[src/rtl/mem_req_ctrl.sv]
// mem_req_ctrl: CPU-side initiator for the fixed-latency memory.
// Ports: clk/rst, req_* handshake, resp_* pulse, stall, mem_* pins; MEMCTRL_PERF_EN adds perf_*.
module mem_req_ctrl #(
  parameter int ASIZE   = 16,
  parameter int DSIZE   = 16,
  parameter int LATENCY = 3,
  parameter int CNTW    = 2
) (
  input  logic             clk,
  input  logic             rst,
  input  logic             req_valid,
  input  logic             req_we,
  input  logic [ASIZE-1:0] req_addr,
  input  logic [DSIZE-1:0] req_wdata,
  output logic             req_ready,
  output logic             stall,
  output logic             resp_valid,
  output logic             resp_is_wr,
  output logic [DSIZE-1:0] resp_rdata,
  output logic             mem_cs,
  output logic             mem_wen,
  output logic [ASIZE-1:0] mem_addr,
  output logic [DSIZE-1:0] mem_wdata,
  input  logic [DSIZE-1:0] mem_rdata
`ifdef MEMCTRL_PERF_EN
  ,
  output logic [15:0]      perf_rd_cnt,
  output logic [15:0]      perf_wr_cnt,
  output logic [15:0]      perf_stall_cnt
`endif
);

  typedef enum logic {
    S_IDLE = 1'b0,
    S_WAIT = 1'b1
  } state_t;

  localparam logic [CNTW-1:0] CNT_LOAD = CNTW'(LATENCY - 1);

  state_t            state_q, state_d;
  logic [CNTW-1:0]   cnt_q, cnt_d;
  logic              we_q, we_d;
  logic              resp_valid_q, resp_valid_d;
  logic              resp_is_wr_q, resp_is_wr_d;
  logic [DSIZE-1:0]  resp_rdata_q, resp_rdata_d;
  logic              accept;

  // The last wait cycle doubles as a free accept slot.
  assign req_ready = ~rst & ((state_q == S_IDLE) | (cnt_q == '0));
  assign stall     = req_valid & ~req_ready;
  assign accept    = req_valid & req_ready;

  // wen must be inactive outside the accept cycle: the memory
  // pipelines it unconditionally and would write otherwise.
  assign mem_cs    = accept;
  assign mem_wen   = ~(accept & req_we);
  assign mem_addr  = req_addr;
  assign mem_wdata = req_wdata;

  assign resp_valid = resp_valid_q;
  assign resp_is_wr = resp_is_wr_q;
  assign resp_rdata = resp_rdata_q;

  always_comb begin
    state_d      = state_q;
    cnt_d        = cnt_q;
    we_d         = we_q;
    resp_valid_d = 1'b0;
    resp_is_wr_d = resp_is_wr_q;
    resp_rdata_d = resp_rdata_q;
    if (state_q == S_WAIT) begin
      if (cnt_q == '0) begin
        resp_valid_d = 1'b1;
        resp_is_wr_d = we_q;
        resp_rdata_d = we_q ? '0 : mem_rdata;
        state_d      = S_IDLE;
      end else begin
        cnt_d = cnt_q - CNTW'(1);
      end
    end
    if (accept) begin
      state_d = S_WAIT;
      cnt_d   = CNT_LOAD;
      we_d    = req_we;
    end
  end

  always_ff @(posedge clk) begin
    if (rst) begin
      state_q      <= S_IDLE;
      cnt_q        <= '0;
      we_q         <= 1'b0;
      resp_valid_q <= 1'b0;
      resp_is_wr_q <= 1'b0;
      resp_rdata_q <= '0;
    end else begin
      state_q      <= state_d;
      cnt_q        <= cnt_d;
      we_q         <= we_d;
      resp_valid_q <= resp_valid_d;
      resp_is_wr_q <= resp_is_wr_d;
      resp_rdata_q <= resp_rdata_d;
    end
  end

`ifdef MEMCTRL_PERF_EN
  logic [15:0] perf_rd_q, perf_wr_q, perf_stall_q;

  assign perf_rd_cnt    = perf_rd_q;
  assign perf_wr_cnt    = perf_wr_q;
  assign perf_stall_cnt = perf_stall_q;

  always_ff @(posedge clk) begin
    if (rst) begin
      perf_rd_q    <= '0;
      perf_wr_q    <= '0;
      perf_stall_q <= '0;
    end else begin
      if (accept & ~req_we & (perf_rd_q != 16'hFFFF))
        perf_rd_q <= perf_rd_q + 16'd1;
      if (accept & req_we & (perf_wr_q != 16'hFFFF))
        perf_wr_q <= perf_wr_q + 16'd1;
      if (stall & (perf_stall_q != 16'hFFFF))
        perf_stall_q <= perf_stall_q + 16'd1;
    end
  end
`endif

endmodule
[config.mk]
export PLATFORM = sky130hd
export DESIGN_NAME = mem_req_ctrl
export DESIGN_NICKNAME = d
export VERILOG_FILES = /design/src/rtl/mem_req_ctrl.sv
export SDC_FILE = /design/constraint.sdc
export NUM_CORES = 1
export LEC_CHECK = 0
export CORE_UTILIZATION = 32
export CTS_CLUSTER_SIZE = 20
export DETAILED_ROUTE_END_ITERATION = 16
export PLACE_DENSITY = 0.92
export SYNTH_ARGS = -nofsm -noshare
export SYNTH_HDL_FRONTEND = slang
export SYNTH_SLANG_ARGS = --single-unit
[constraint.sdc]
create_clock -name clk -period 2.64 [get_ports clk]
set_input_delay 0.528 -clock clk [delete_from_list [all_inputs] [get_ports clk]]
set_output_delay 0.528 -clock clk [all_outputs]
set_load 0.01 [all_outputs]
==> results of run 1 <==
==> registers in the layout, indices dropped and copies added, names as in the netlist <==
signal and flops:
resp_is_wr 1, state_q 1, cnt_q 2, we_q 1, resp_valid 1, resp_rdata 16
==> per-layer routing <==
| layer | track usage, % | up-vias | share of wire (%) |
|---|---|---|---|
| li1 | - | 423 | - |
| met3 | 4.69 | 2 | 6.4 |
| met4 | 2.60 | 0 | 0.37 |
| met2 | 20.3 | 31 | 49 |
| met5 | 0 | - | 0 |
| met1 | 13.1 | 375 | 45 |
==> metrics by stage <==
stage / power [mW] / setup slack, ns / instance area [um^2] / instances
6_report: 0.661 / 0.270 / 1320 / 187
4_1_cts: 0.676 / 0.256 / 1320 / 187
2_1_floorplan: 0.476 / 1.14 / 1110 / 133
3_5_place_dp: 0.490 / 0.263 / 1280 / 183
5_1_grt: 0.702 / 0.163 / 1320 / 187
3_3_place_gp: 0.487 / 0.324 / 1280 / 183
==> synthesized netlist by cell type <==
library cell	count	area [um^2]
buf_6	2	22.5
nor3b_4	1	18.8
buf_2	1	5.00
dfxtp_1	22	440
buf_4	32	240
o21ai_0	1	5.00
o21a_1	1	7.51
nor2_1	6	22.5
or3b_1	1	8.76
nand2b_1	1	6.26
a211o_1	1	8.76
nand4b_1	1	8.76
nand2_1	21	78.8
clkinv_1	1	3.75
nand3b_1	1	7.51
nand3_1	16	80.1
buf_8	1	15.0
and2_1	1	6.26
dlygate4sd1_1	1	8.76
a21oi_1	19	95.1
clkbuf_8	1	13.8
nor2b_1	1	6.26
==> worst paths after layout <==
check | to | slack [ns] | depth (start not counted)
worst max-delay path | mem_cs | 0.27 | 4
worst min-delay path | resp_rdata[4]$_SDFFE_PP0P_ | 0.46 | 2
worst max register to register | resp_rdata[8]$_SDFFE_PP0P_ | 1.18 | 3
worst min register to register | resp_rdata[4]$_SDFFE_PP0P_ | 0.46 | 2
==> power by group through the flow <==
stage	Clock (mW)	Combinational [mW]	Sequential, mW
2_1_floorplan	0	0.103	0.373
3_3_place_gp	0	0.120	0.367
3_5_place_dp	0	0.122	0.367
4_1_cts	0.193	0.123	0.360
5_1_grt	0.207	0.133	0.363
6_report	0.181	0.121	0.360
==> worst register-to-register path, stage by stage, from the launching register on <==
cell,delay (ns)
dfxtp_1,0.44
nor3b_4,0.66
nand3_1,0.15
a21oi_1,0.16
==> logic make-up (layout without fill, tap and decap cells) <==
kind of cell,after synthesis,in the layout,share of synthesized area [%]
buffers and inverters,39,47,27.8
AND/OR/NAND/NOR,50,50,22.0
flip-flops,22,22,39.7
AO/OA/AOI/OAI,22,22,10.5
==> layout make-up <==
type                    count  area share (%)
clock buffers               4            2.76
inverters                   1           0.285
multi-input cells          72            27.4
flip-flops and latches     22            33.5
well taps                  46            4.37
repair buffers             42            31.7
==> flow_metrics.tcl, run 1 <==
set metrics [dict create \
    status "finished, final reports clean" \
    drc 0 \
    finClkSkew_ns 0.00446 \
    holdWs_ns 0.457 \
    wire_per_inst_um 11.5 \
    wl_um 2140 \
    leakagePower_nw 0.450 \
    dr.pass1.iters 4 \
    critPathCaptureType "primary output" \
    post_cts_resized 0 \
    power.density_nw_per_um2 503 \
    syn_area_per_cell_um2 8.34 \
    internal_power_uw 501 \
    rows 21 \
    grtUsageTotal_pct 11.5 \
    p_sw_uw 160 \
    finalCriticalPeriod_ns 2.37 \
    drive_gt1_share_pct 4.26 \
    multi_input_area_um2 360 \
    via_count 831 \
    cts_buffer_depth 2 \
    crit_type "in -> out" \
    initial_core_util_pct 33.3 \
    grt_first_pass_wirelength_um 3160 \
    worstPathArrival_ns 1.84 \
    coreArea_um2 3340 \
    pwr-share-comb_pct 18.3 \
    dieWidth_um 60.9 \
    crit_family "buffers and inverters" \
    seqCellArea_um2 440 \
    layout_commonest_cell "clkdlybuf4s50_1" \
    utilization_pct 39.4 \
    drtAntennaViolNets 0 \
    cts_root_buf "clkbuf_4" \
    ioPinCount 106 \
    postCtsHoldBufs 0 \
    setup_viol 0 \
    layout.cells.most_common_list "41 x clkdlybuf4s50_1, 22 x dfxtp_1, 21 x nand2_1" \
    ys_ff_latch 22 \
    die_y_um 60.9 \
    final_nets 194 \
    nFillCells 356 \
    grt_pass1_vias 714 \
    area_growth_pct 18.6 \
    crit_required_ns 2.11 \
    tns_ns 0 \
    gr-total-overflow 0 \
    slew_viol_final 0 \
    holdCritPathClass "reg -> reg" \
    cts.clk_slew.worst_paths_ns 0.11 \
    clk_latency_ns 0.30 \
    synthCells 133 \
    antenna_found_initial 0 \
    tightestPinTransition_ns 0.718 \
    worst_path_most_repeated_cell "clkdlybuf4s50_1" \
    crit_path_max_fanout 3 \
    rsz0062_at_grt "false" \
    dieArea_um2 3710 \
    cp_slowest_stage_delay_ns 0.53 \
    ys_types 22 \
    finalCritPeriodShare_pct 89.8 \
    ys_seq_area_share_pct 39.7 \
    ir_drop_mv 0.296 \
    share_seq_of_total_power_pct 54.4 \
    critPathSlowestCell "clkdlybuf4s50_1" \
    maxCapViolations 0 \
    via_per_inst 4.44 \
    r2r_start "state_q$_SDFF_PP0_" \
    finalHoldViolCount 0 \
    max_slew_margin_pct 52.1 \
    crit_chain "clkdlybuf4s50_1 -> nor2_1 -> and2_1 -> clkdlybuf4s50_1" \
    hold_path_startpoint "resp_rdata[4]$_SDFFE_PP0P_" \
    diodes 0 \
    cts_tree "built" \
    cts.htree.levels 1 \
    power_frac_clock_pct 27.3 \
    place_congestion 0.661 \
    cp-start-kind "primary input" \
    cts_setup_buffers 0 \
    grt_max_degree 23 \
    port_buffers 41 \
    cp-startpoint "rst" \
    hpwl_um 1490 \
    synth_fp_nets 185 \
    syn_area_um2 1110 \
    max_clock_freq_mhz 422 \
    crit_buf_inv 2 \
    cts_made_buffers 3 \
    drt_iter0_markers 21 \
    yosys_warnings 0 \
    sw_frac_of_total_pct 24.2 \
    clkSinkCount 22 \
]
No activity file was read; power rests on OpenSTA's default activity.
==> run 2, diff against run 1 <==
--- a/config.mk
+++ b/config.mk
@@ -5,9 +5,12 @@
 export SDC_FILE = /design/constraint.sdc
 export NUM_CORES = 1
 export LEC_CHECK = 0
+export CORE_MARGIN = 4
 export CORE_UTILIZATION = 32
 export CTS_CLUSTER_SIZE = 20
 export DETAILED_ROUTE_END_ITERATION = 16
+export GPL_ROUTABILITY_DRIVEN = 0
+export HOLD_SLACK_MARGIN = 0.02
 export PLACE_DENSITY = 0.92
 export SYNTH_ARGS = -nofsm -noshare
 export SYNTH_HDL_FRONTEND = slang
==> run 2 against run 1 <==
Effect of this change:
- final area is 1.2% higher
- utilization is 0.49 points higher
- wire length is 9.8% higher
- clock-buffer cell count is 1 lower
- flip-flop and latch count stayed put
- critical endpoint is now stall
==> flow_metrics.tcl, run 2 (synthesized netlist as in run 1, its figures left out) <==
set metrics [dict create \
    status "finished, final reports clean" \
    antenna_found_initial 0 \
    grt_first_pass_wirelength_um 3660 \
    hpwl_um 1680 \
    cts_buffer_depth 2 \
    cts_setup_buffers 0 \
    sw_frac_of_total_pct 23.2 \
    grtUsageTotal_pct 10.8 \
    holdCritPathClass "reg -> reg" \
    tns_ns 0 \
    finalCriticalPeriod_ns 2.36 \
    wire_per_inst_um 12.6 \
    coreArea_um2 3340 \
    pwr-share-comb_pct 16.4 \
    cts_root_buf "clkbuf_4" \
    rows 21 \
    grt_pass1_vias 759 \
    post-place-ws_ns 0.257 \
    dieArea_um2 4470 \
    worstPathArrival_ns 1.83 \
    largest_reg_flops 16 \
    maxCapViolations 0 \
    dr.pass1.iters 4 \
    port_buffers 41 \
    share_seq_of_total_power_pct 48.4 \
    via_per_inst 4.55 \
    ioPinCount 106 \
    post_cts_resized 0 \
    postCtsHoldBufs 0 \
    power_frac_clock_pct 35.2 \
    clkSinkCount 22 \
    crit_required_ns 2.11 \
    gr-total-overflow 0 \
    crit_type "in -> out" \
    initial_core_util_pct 33.3 \
    layout_commonest_cell "clkdlybuf4s50_1" \
    final_nets 194 \
    grt_max_degree 23 \
    p_sw_uw 172 \
    max_clock_freq_mhz 424 \
    cp-start-kind "primary input" \
    layout.cells.most_common_list "41 x clkdlybuf4s50_1, 22 x dfxtp_1, 21 x nand2_1" \
    dieWidth_um 66.9 \
    cts_tree "built" \
    rsz0062_at_grt "false" \
    finClkSkew_ns 0.00719 \
    max_slew_margin_pct 52.5 \
    drt_iter0_markers 14 \
    cts.htree.levels 1 \
    clk_latency_ns 0.31 \
    leakagePower_nw 0.457 \
    critPathCaptureType "primary output" \
    drtAntennaViolNets 0 \
    drive_gt1_share_pct 4.26 \
    drc 0 \
    die_y_um 66.9 \
    cts_made_buffers 3 \
    setup_viol 0 \
    area_growth_pct 20.1 \
    layout_setup_ws_ns 0.282 \
    finalCritPeriodShare_pct 89.3 \
    internal_power_uw 571 \
    power.density_nw_per_um2 558 \
    diodes 0 \
    wl_um 2350 \
    crit_path_max_fanout 7 \
    via_count 851 \
    finalHoldViolCount 0 \
    ir_drop_mv 0.233 \
    slew_viol_final 0 \
    tightestPinTransition_ns 0.712 \
    cts.clk_slew.worst_paths_ns 0.13 \
]
run 2: cell types whose count changed in the layout (fill, tap and decap cells not counted), sizes merged:
cell / change
clkbuf: -1
bufinv: +1
run 2: final cells by class:
type,count,area (um^2)
clock inverters,1,30.0
inverters,1,3.75
flip-flops and latches,22,440
clock buffers,3,22.5
multi-input cells,72,360
well taps,46,57.6
fillers,350,2000
repair buffers,42,418
run 2: power groups by stage:
stage / clock (mW) / combinational (mW) / sequential [mW]
2_1_floorplan: 0 / 0.103 / 0.373
3_3_place_gp: 0 / 0.121 / 0.367
3_5_place_dp: 0 / 0.123 / 0.368
4_1_cts: 0.275 / 0.124 / 0.360
5_1_grt: 0.289 / 0.133 / 0.363
6_report: 0.261 / 0.122 / 0.360
run 2: through the flow:
| stage | total power, mW | utilization [%] | instances | hold WS, ns | instance area (um^2) |
|---|---|---|---|---|---|
| floorplan | 0.476 | - | 133 | 0.436 | 1110 |
| global placement | 0.488 | 38.4 | 183 | 0.438 | 1280 |
| detailed placement | 0.491 | 38.4 | 183 | 0.444 | 1280 |
| CTS | 0.760 | 39.9 | 187 | 0.463 | 1330 |
| global route | 0.784 | 39.9 | 187 | 0.474 | 1330 |
| finish | 0.743 | 39.9 | 187 | 0.458 | 1330 |
run 2: final timing paths:
| kind | from | end | slack, ns | depth (start not counted) |
|---|---|---|---|---|
| worst max register to register | state_q$_SDFF_PP0_ | resp_rdata[5]$_SDFFE_PP0P_ | 1.14 | 3 |
| worst min register to register | resp_rdata[6]$_SDFFE_PP0P_ | resp_rdata[6]$_SDFFE_PP0P_ | 0.46 | 2 |
| worst min-delay path | resp_rdata[6]$_SDFFE_PP0P_ | resp_rdata[6]$_SDFFE_PP0P_ | 0.46 | 2 |
| worst max-delay path | req_valid | stall | 0.28 | 3 |
run 2: layer usage:
layer	vias up	global-route usage, %	wire [um]
met5	-	0	0
met4	0	4.05	21
met3	4	3.71	168
met2	26	17.6	1210
met1	398	12.9	952
li1	423	-	-
run 2: worst max-delay path: stages:
cell and delay, ns:
clkdlybuf4s50_1 0.58, nor2b_1 0.17, clkdlybuf4s50_1 0.55
==> run 3, diff against run 2 <==
--- a/config.mk
+++ b/config.mk
@@ -5,13 +5,15 @@
 export SDC_FILE = /design/constraint.sdc
 export NUM_CORES = 1
 export LEC_CHECK = 0
-export CORE_MARGIN = 4
+export ABC_CLOCK_PERIOD_IN_PS = 2640
+export CORE_MARGIN = 10
 export CORE_UTILIZATION = 32
 export CTS_CLUSTER_SIZE = 20
 export DETAILED_ROUTE_END_ITERATION = 16
 export GPL_ROUTABILITY_DRIVEN = 0
 export HOLD_SLACK_MARGIN = 0.02
 export PLACE_DENSITY = 0.92
+export SLEW_MARGIN = 25
 export SYNTH_ARGS = -nofsm -noshare
 export SYNTH_HDL_FRONTEND = slang
 export SYNTH_SLANG_ARGS = --single-unit
==> run 3 against run 2 <==
Effect of this change:
- clock-buffer cell count stayed put
- worst hold slack better by 0.0023 ns
- sequential share of layout area stayed put
- critical path type unchanged
- power is 0.73% lower
- via count is 2.2% lower
- critical path depth is 1 higher
==> flow_metrics.tcl, run 3 (synthesized netlist as in run 1, its figures left out) <==
set metrics [dict create \
    hpwl_um 1980 \
    hold_path_startpoint "resp_rdata[10]$_SDFFE_PP0P_" \
    holdCritPathClass "reg -> reg" \
    finalHoldViolCount 0 \
    layout.cells.most_common_list "41 x clkdlybuf4s50_1, 22 x dfxtp_1, 21 x nand2_1" \
    max_slew_margin_pct 52.1 \
    finClkSkew_ns 0.00984 \
    layout_commonest_cell "clkdlybuf4s50_1" \
    crit_path_max_fanout 3 \
    via_count 832 \
    worst_path_most_repeated_cell "clkdlybuf4s50_1" \
    tns_ns 0 \
    cts_buffer_depth 2 \
    r2r_slack_ns 1.15 \
    grt_first_pass_wirelength_um 4390 \
    postCtsHoldBufs 0 \
    cts_setup_buffers 0 \
    ioPinCount 106 \
    crit_type "in -> out" \
    stdcell_area_um2 1330 \
    crit_required_ns 2.11 \
    area_growth_pct 20.1 \
    gr-total-overflow 0 \
    tightestPinTransition_ns 0.718 \
    holdWs_ns 0.460 \
    antenna_found_initial 0 \
    power.density_nw_per_um2 554 \
    maxCapViolations 0 \
    crit_chain "clkdlybuf4s50_1 -> nor2_1 -> and2_1 -> clkdlybuf4s50_1" \
    cts_tree "built" \
    via_per_inst 4.45 \
    cts.htree.levels 1 \
    grt_pass1_vias 883 \
    setup_viol 0 \
    drc 0 \
    status "finished, final reports clean" \
    finalCriticalPeriod_ns 2.36 \
    max_clock_freq_mhz 423 \
    clkSinkCount 22 \
    total_power_uw 738 \
    diodes 0 \
    placed_cells 183 \
    cp-start-kind "primary input" \
    placed_cell_area_um2 1280 \
    initial_core_util_pct 33.3 \
    cts_made_buffers 3 \
    drtAntennaViolNets 0 \
    clk_latency_ns 0.31 \
    drt_iter0_markers 33 \
    slew_viol_final 0 \
    dr.pass1.iters 4 \
    dieWidth_um 78.9 \
    cp_slowest_stage_delay_ns 0.53 \
    port_buffers 41 \
    cts_root_buf "clkbuf_4" \
    coreArea_um2 3340 \
    rsz0062_at_grt "false" \
    dieArea_um2 6220 \
    largest_reg_flops 16 \
    wl_um 2640 \
    critPathCaptureType "primary output" \
    grt_max_degree 23 \
    die_y_um 78.9 \
    grtUsageTotal_pct 8.61 \
    post_layout_nonfiller_instances 187 \
    cts.clk_slew.worst_paths_ns 0.13 \
    r2r_start "state_q$_SDFF_PP0_" \
    cp-startpoint "rst" \
    worstPathArrival_ns 1.84 \
    finalCritPeriodShare_pct 89.5 \
    crit_buf_inv 2 \
    post_cts_resized 0 \
    ir_drop_mv 0.284 \
    rows 21 \
    leakagePower_nw 0.457 \
    critPathSlowestCell "clkdlybuf4s50_1" \
    crit_family "buffers and inverters" \
    drive_gt1_share_pct 4.26 \
    final_nets 194 \
    wire_per_inst_um 14.1 \
]
==> run 3: cell counts in the layout (fill, tap and decap cells not counted) <==
No cell type changed its count.
==> run 3: final timing paths <==
path	end	cells past startpoint
worst max register to register	resp_rdata[5]$_SDFFE_PP0P_	3
worst max-delay path	mem_cs	4
worst min-delay path	resp_rdata[10]$_SDFFE_PP0P_	2
worst min register to register	resp_rdata[10]$_SDFFE_PP0P_	2
==> run 3: power breakdown <==
part / internal, mW / switching, mW / leakage, nW
Clock: 0.153 / 0.103 / 0.0279
Combinational: 0.0686 / 0.0533 / 0.250
Sequential: 0.349 / 0.0111 / 0.180
Total: 0.571 / 0.167 / 0.457
==> run 3: metal layers <==
metal	GRT usage, %	part of all wire, %
met5	0	0
met3	5.29	10
met1	8.52	38
met2	14.6	51
met4	3.05	0.95
==> run 3: through the flow <==
step / worst slack, ns / utilization, %
2_1_floorplan: 1.14 / -
3_3_place_gp: 0.289 / 38.4
3_5_place_dp: 0.262 / 38.4
4_1_cts: 0.254 / 39.9
5_1_grt: 0.201 / 39.9
6_report: 0.277 / 39.9
==> run 3: area by class of cell <==
type                            instances  area, um^2
Timing Repair Buffer                   42         418
Sequential cell                        22         440
Tap cell                               46        57.6
Clock inverter                          1        30.0
Clock buffer                            3        22.5
Inverter                                1        3.75
Multi-Input combinational cell         72         360
Fill cell                             356        2000
==> run 3: tightest hold or removal path, cell delays in order (launching register included) <==
cell and delay, ns:
dfxtp_1 0.33, nand2_1 0.05, a21oi_1 0.05
